--- src/rtl/tetromino_bag_sequencer.sv ---
// -----------------------------------------------------------------------------
// tetromino_bag_sequencer
//
// Turns a free-running random word into the game's piece stream under a 7-bag
// policy: every bag of seven consecutive pieces holds each tetromino exactly
// once. Drawn pieces enter an in-order queue of depth preview_p+1 whose head
// and preview slots are presented to the game-control FSM. A draw that keeps
// missing falls back to the lowest remaining piece after 8 cycles.
//
// Ports
//   clk_i        rising-edge clock
//   reset_i      asynchronous, active-high reset
//   random_i     random word, only bits [2:0] are consumed
//   take_i       pop the head piece this cycle (ignored when v_o=0)
//   piece_o      head piece code: 0=I 1=O 2=T 3=S 4=Z 5=J 6=L
//   v_o          head piece valid
//   preview_o    slot i+1 at bits [3*i+2:3*i]; invalid slots read 0
//   preview_v_o  bit i = preview slot i+1 valid
//   bag_count_o  pieces still available in the current bag (1..7)
// -----------------------------------------------------------------------------
module tetromino_bag_sequencer #(
    parameter int width_p   = 32,
    parameter int preview_p = 3
) (
    input  logic                     clk_i,
    input  logic                     reset_i,
    input  logic [width_p-1:0]       random_i,
    input  logic                     take_i,
    output logic [2:0]               piece_o,
    output logic                     v_o,
    output logic [3*preview_p-1:0]   preview_o,
    output logic [preview_p-1:0]     preview_v_o,
    output logic [2:0]               bag_count_o
);

    localparam int q_lp = preview_p + 1;

    // Queue slot 0 is the head. vld_r is a thermometer code (valid slots are
    // always contiguous from the head), and invalid slots always hold 0 so the
    // outputs need no masking.
    logic [2:0]      q_r     [q_lp];
    logic [2:0]      q_n     [q_lp];
    logic [2:0]      q_shift [q_lp];
    logic [q_lp-1:0] vld_r, vld_n, vld_shift, vld_new;
    logic [6:0]      mask_r, mask_n, mask_clr;
    logic [2:0]      retry_r, retry_n;
    logic [2:0]      bag_count_r, bag_count_n;

    logic       pop, draw_en, hit, accept;
    logic [2:0] cand, lowest, pick;
    logic [7:0] mask_ext;

    // Upper random bits are intentionally not consumed.
    generate
        if (width_p > 3) begin : g_unused
            logic unused_random;
            assign unused_random = ^random_i[width_p-1:3];
        end
    endgenerate

    always_comb begin
        // NOTE: every combinational output gets a default before any branch so
        // no path leaves it unassigned and no latch is inferred.
        pop      = take_i & vld_r[0];
        cand     = random_i[2:0];
        mask_ext = {1'b0, mask_r};   // candidate 7 indexes the always-zero bit
        hit      = mask_ext[cand];

        // Shift toward the head first; a same-cycle draw then writes into the
        // first free slot of the shifted queue.
        for (int i = 0; i < q_lp - 1; i++) begin
            q_shift[i] = pop ? q_r[i+1] : q_r[i];
        end
        q_shift[q_lp-1] = pop ? 3'd0 : q_r[q_lp-1];
        vld_shift       = pop ? (vld_r >> 1) : vld_r;

        draw_en = ~vld_shift[q_lp-1];

        // Fallback choice: lowest piece still in the bag (mask is never 0).
        lowest = 3'd0;
        for (int i = 6; i >= 0; i--) begin
            if (mask_r[i]) lowest = 3'(i);
        end

        accept = draw_en & (hit | (retry_r == 3'd7));
        pick   = hit ? cand : lowest;

        q_n         = q_shift;
        vld_n       = vld_shift;
        vld_new     = '0;
        mask_n      = mask_r;
        mask_clr    = mask_r & ~(7'd1 << pick);
        retry_n     = retry_r;

        if (accept) begin
            vld_n   = {vld_shift[q_lp-2:0], 1'b1};
            vld_new = vld_n & ~vld_shift;   // the single slot being filled
            for (int i = 0; i < q_lp; i++) begin
                if (vld_new[i]) q_n[i] = pick;
            end
            // An emptied bag is refilled on the same edge.
            mask_n  = (mask_clr == 7'd0) ? 7'h7F : mask_clr;
            retry_n = 3'd0;
        end else if (draw_en) begin
            retry_n = retry_r + 3'd1;
        end

        bag_count_n = 3'd0;
        for (int i = 0; i < 7; i++) begin
            bag_count_n = bag_count_n + {2'b00, mask_n[i]};
        end
    end

    always_ff @(posedge clk_i or posedge reset_i) begin
        if (reset_i) begin
            // NOTE: the queue storage is reset too, because invalid slots are
            // visible on the outputs and must read 0.
            for (int i = 0; i < q_lp; i++) q_r[i] <= 3'd0;
            vld_r       <= '0;
            mask_r      <= 7'h7F;
            retry_r     <= 3'd0;
            bag_count_r <= 3'd7;
        end else begin
            // NOTE: state registers use non-blocking assignment so every
            // register samples pre-edge values regardless of statement order.
            for (int i = 0; i < q_lp; i++) q_r[i] <= q_n[i];
            vld_r       <= vld_n;
            mask_r      <= mask_n;
            retry_r     <= retry_n;
            bag_count_r <= bag_count_n;
        end
    end

    assign piece_o     = q_r[0];
    assign v_o         = vld_r[0];
    assign preview_v_o = vld_r[q_lp-1:1];
    assign bag_count_o = bag_count_r;

    generate
        for (genvar g = 0; g < preview_p; g++) begin : g_preview
            assign preview_o[3*g +: 3] = q_r[g+1];
        end
    endgenerate

endmodule
--- config.mk ---
export PLATFORM = sky130hd
export DESIGN_NAME = tetromino_bag_sequencer
export DESIGN_NICKNAME = d
export VERILOG_FILES = /design/src/rtl/tetromino_bag_sequencer.sv
export SDC_FILE = /design/constraint.sdc
export NUM_CORES = 1
export LEC_CHECK = 0
export CORE_ASPECT_RATIO = 1.25
export CORE_UTILIZATION = 35
export CTS_CLUSTER_DIAMETER = 50
export DETAILED_ROUTE_END_ITERATION = 10
export SLEW_MARGIN = 20
export SYNTH_ARGS = -nofsm -noshare
export SYNTH_HDL_FRONTEND = slang
export SYNTH_SLANG_ARGS = --single-unit
--- constraint.sdc ---
create_clock -name clk_i -period 4.05 [get_ports clk_i]
set_input_delay 0.81 -clock clk_i [delete_from_list [all_inputs] [get_ports clk_i]]
set_output_delay 0.81 -clock clk_i [all_outputs]
set_load 0.1 [all_outputs]
==> impl_metrics.env <==
export IMPL_status="finished with violations"
export IMPL_violations="setup timing"
export IMPL_critPathMaxStageDelay_ns=0.55
export IMPL_cap_violations=0
export IMPL_gp_congestion=0.765
export IMPL_drtIter0Drc=55
export IMPL_synthesis_area_um2=1850
export IMPL_hold_viol_final=0
export IMPL_post_drt_via_cell_ratio=5.30
export IMPL_crit_top_cell="fa_1"
export IMPL_first_pass_iters=4
export IMPL_antenna_found_initial=0
export IMPL_path_max_fanout=5
export IMPL_syn_nets=235
export IMPL_slew_viol_final=0
export IMPL_async_flop_share_pct=100
export IMPL_fp_dieH_um=83.3
export IMPL_ys_top_cells_by_count="dfrtp_1 (19), o21ai_0 (19), nand2_1 (15), a21oi_1 (11), dfstp_2 (10)"
export IMPL_n_antenna_cell=0
export IMPL_reg2reg_slack_ns=0.01
export IMPL_ys_flop_type="dfrtp_1"
export IMPL_ys_top_cells_by_area="dfrtp_1 (26%), dfstp_2 (14%), o21ai_0 (5.1%), mux2i_1 (4.9%), fa_1 (4.3%)"
export IMPL_pre_cts_slack_ns=-0.870
export IMPL_grt_setup_unrepaired="yes"
export IMPL_ys_ff_latch=29
export IMPL_yosys_warnings=0
export IMPL_required_ns=4.25
export IMPL_post_route_period_util_pct=103
export IMPL_cts_buffers=5
export IMPL_drc=0
export IMPL_fin_ws_ns=-0.110
export IMPL_area_growth_pct=42.6
export IMPL_arrival_ns=4.36
export IMPL_r2r_start="mask_r[6]"
export IMPL_max_slew_margin_pct=34.7
export IMPL_path_cells="buf_8, mux4_2, a21o_4, mux2_4, o32ai_4, o32ai_4, o21a_1, fa_1, fa_1, fa_2, inv_2, fa_1"
export IMPL_min_from="retry_r[2]"
export IMPL_ctsRootBufferMaster="clkbuf_8"
export IMPL_clock_sinks=29
export IMPL_worstRegToRegCells=13
export IMPL_netlist_cell_type_count=44
export IMPL_hold_slack_ns=0.494
export IMPL_grt_use_total_pct=17.9
export IMPL_r2r_end="bag_count_o[1]"
export IMPL_drtAntennaViolNets=0
export IMPL_post_synth_top_area_cell="dfrtp_1"
export IMPL_fmax_mhz=240
export IMPL_hpwl_um=3240
export IMPL_ys_seq_area_share_pct=39.9
export IMPL_grt_pass1_vias=1640
export IMPL_overflow=0
export IMPL_cts_path_max_buffers=2
export IMPL_cp_slowest_cell="fa_1"
export IMPL_fin_nets=293
export IMPL_fillCellCount=473
export IMPL_start_util_pct=36.5
export IMPL_setup_viol=1
export IMPL_numPortBuffers=24
export IMPL_min_path_cells=2
export IMPL_finClkSkew_ns=0.00634
export IMPL_critPathKind="in -> reg"
export IMPL_die_area_um2=5590
export IMPL_worst_skew_pair_late_latency_ns=0.28
export IMPL_end_kind="flip-flop"
export IMPL_min_period_ns=4.16
export IMPL_synth_edf_count=0
export IMPL_tightest_slew_ns=0.977
export IMPL_critPathLaunchType="input port"
export IMPL_yosysTopAreaCellShare_pct=25.7
export IMPL_grt_max_degree=24
export IMPL_coreArea_um2=5080
export IMPL_synth_cells=194
export IMPL_cts_tree="done"
export IMPL_grt_pass1_wl_um=7590
export IMPL_avgSynthCellArea_um2=9.55
export IMPL_wl_per_cell_um=14.7
export IMPL_num_vias=1669
export IMPL_clk_pin_slew_ns=0.06
export IMPL_cts_hold_buf=0
export IMPL_io_pins=54
export IMPL_die_w_um=67.1
export IMPL_min_delay_worst_endpoint="retry_r[2]"
export IMPL_wl_um=4620
export IMPL_final_layout_size_suffix_gt1_share_pct=30.4
export IMPL_fp_row_count=29
export IMPL_cts_max_level=2
export IMPL_holdCritPathClass="reg -> reg"
cells by family after synthesis:
kind of cell	count (synthesis)	synth area share [%]
AND/OR/NAND/NOR	59	16.4
XOR/XNOR	1	0.473
adder cells (fa/ha/maj)	6	5.68
AO/OA/AOI/OAI	69	24.6
multiplexers	13	8.24
buffers and inverters	17	4.73
flip-flops	29	39.9
flip-flops by register name (all words and copies together), names as in the netlist:
name and flops:
bag_count_o 3, mask_r 7, piece_o 3, preview_o 9
retry_r 3, vld_r 4
worst max-delay path: cells and delay by family:
kind,cells,cell delay (ns)
mux,2,0.82
fa+ha+maj,4,1.75
compound gates,4,0.83
buf+inv,2,0.13
per-layer routing:
layer,share of wire [%],vias up,wire length (µm),global-route usage (%)
li1,-,820,-,-
met1,44,813,2020,23.0
met2,52,30,2400,29.5
met3,3.0,6,138,2.75
met4,1.4,0,63,6.38
met5,0,-,0,0
layout by cell type (no fill, tap or decap), types with 9 or more instances in the layout:
master,netlist,routed
dfstp_2,10,10
a21oi_1,11,10
o21ai_0,19,17
buf_4,0,31
dfrtp_1,19,19
clkdlybuf4s50_1,0,21
nor2_1,9,9
nand2_1,15,15
o21ai_1,8,9
and2_1,9,9
layout make-up:
cell class              count  area [µm²]  area share [%]
clock inverters             1        30.0            1.14
clock buffers               7        86.3            3.27
inverters                   9        33.8            1.28
well taps                  62        77.6            2.94
multi-input cells         148        1160            43.9
flip-flops and latches     29         738            27.9
repair buffers             59         517            19.6
per-stage QoR:
step / setup TNS, ns / area [µm²] / util [%] / instances
2_1_floorplan: -1.15 / 1870 / - / 194
3_3_place_gp: -2.13 / 2350 / 46.4 / 302
3_5_place_dp: -2.18 / 2350 / 46.4 / 302
4_1_cts: -0.175 / 2550 / 50.1 / 314
5_1_grt: -0.193 / 2640 / 52.0 / 315
6_report: -0.110 / 2640 / 52.0 / 315
worst max path at each step:
| stage | cells after the start | endpoint | start |
|---|---|---|---|
| floorplan | 14 | bag_count_o[1] | random_i[1] |
| global placement | 12 | bag_count_o[1] | random_i[1] |
| detailed placement | 12 | bag_count_o[1] | random_i[1] |
| CTS | 14 | bag_count_o[1] | random_i[1] |
| global route | 12 | bag_count_o[1] | random_i[1] |
| finish | 12 | bag_count_o[1] | random_i[1] |
timing repair:
action,CTS,global route
pin swaps,8,7
hold endpoints to repair,0,0
setup endpoints to repair,3,3
resized for setup,15,23
setup buffers,4,1
Power is left out: the tool's default activity adds up to more than one toggle a clock period on the data nets, which glitch-free logic cannot reach.
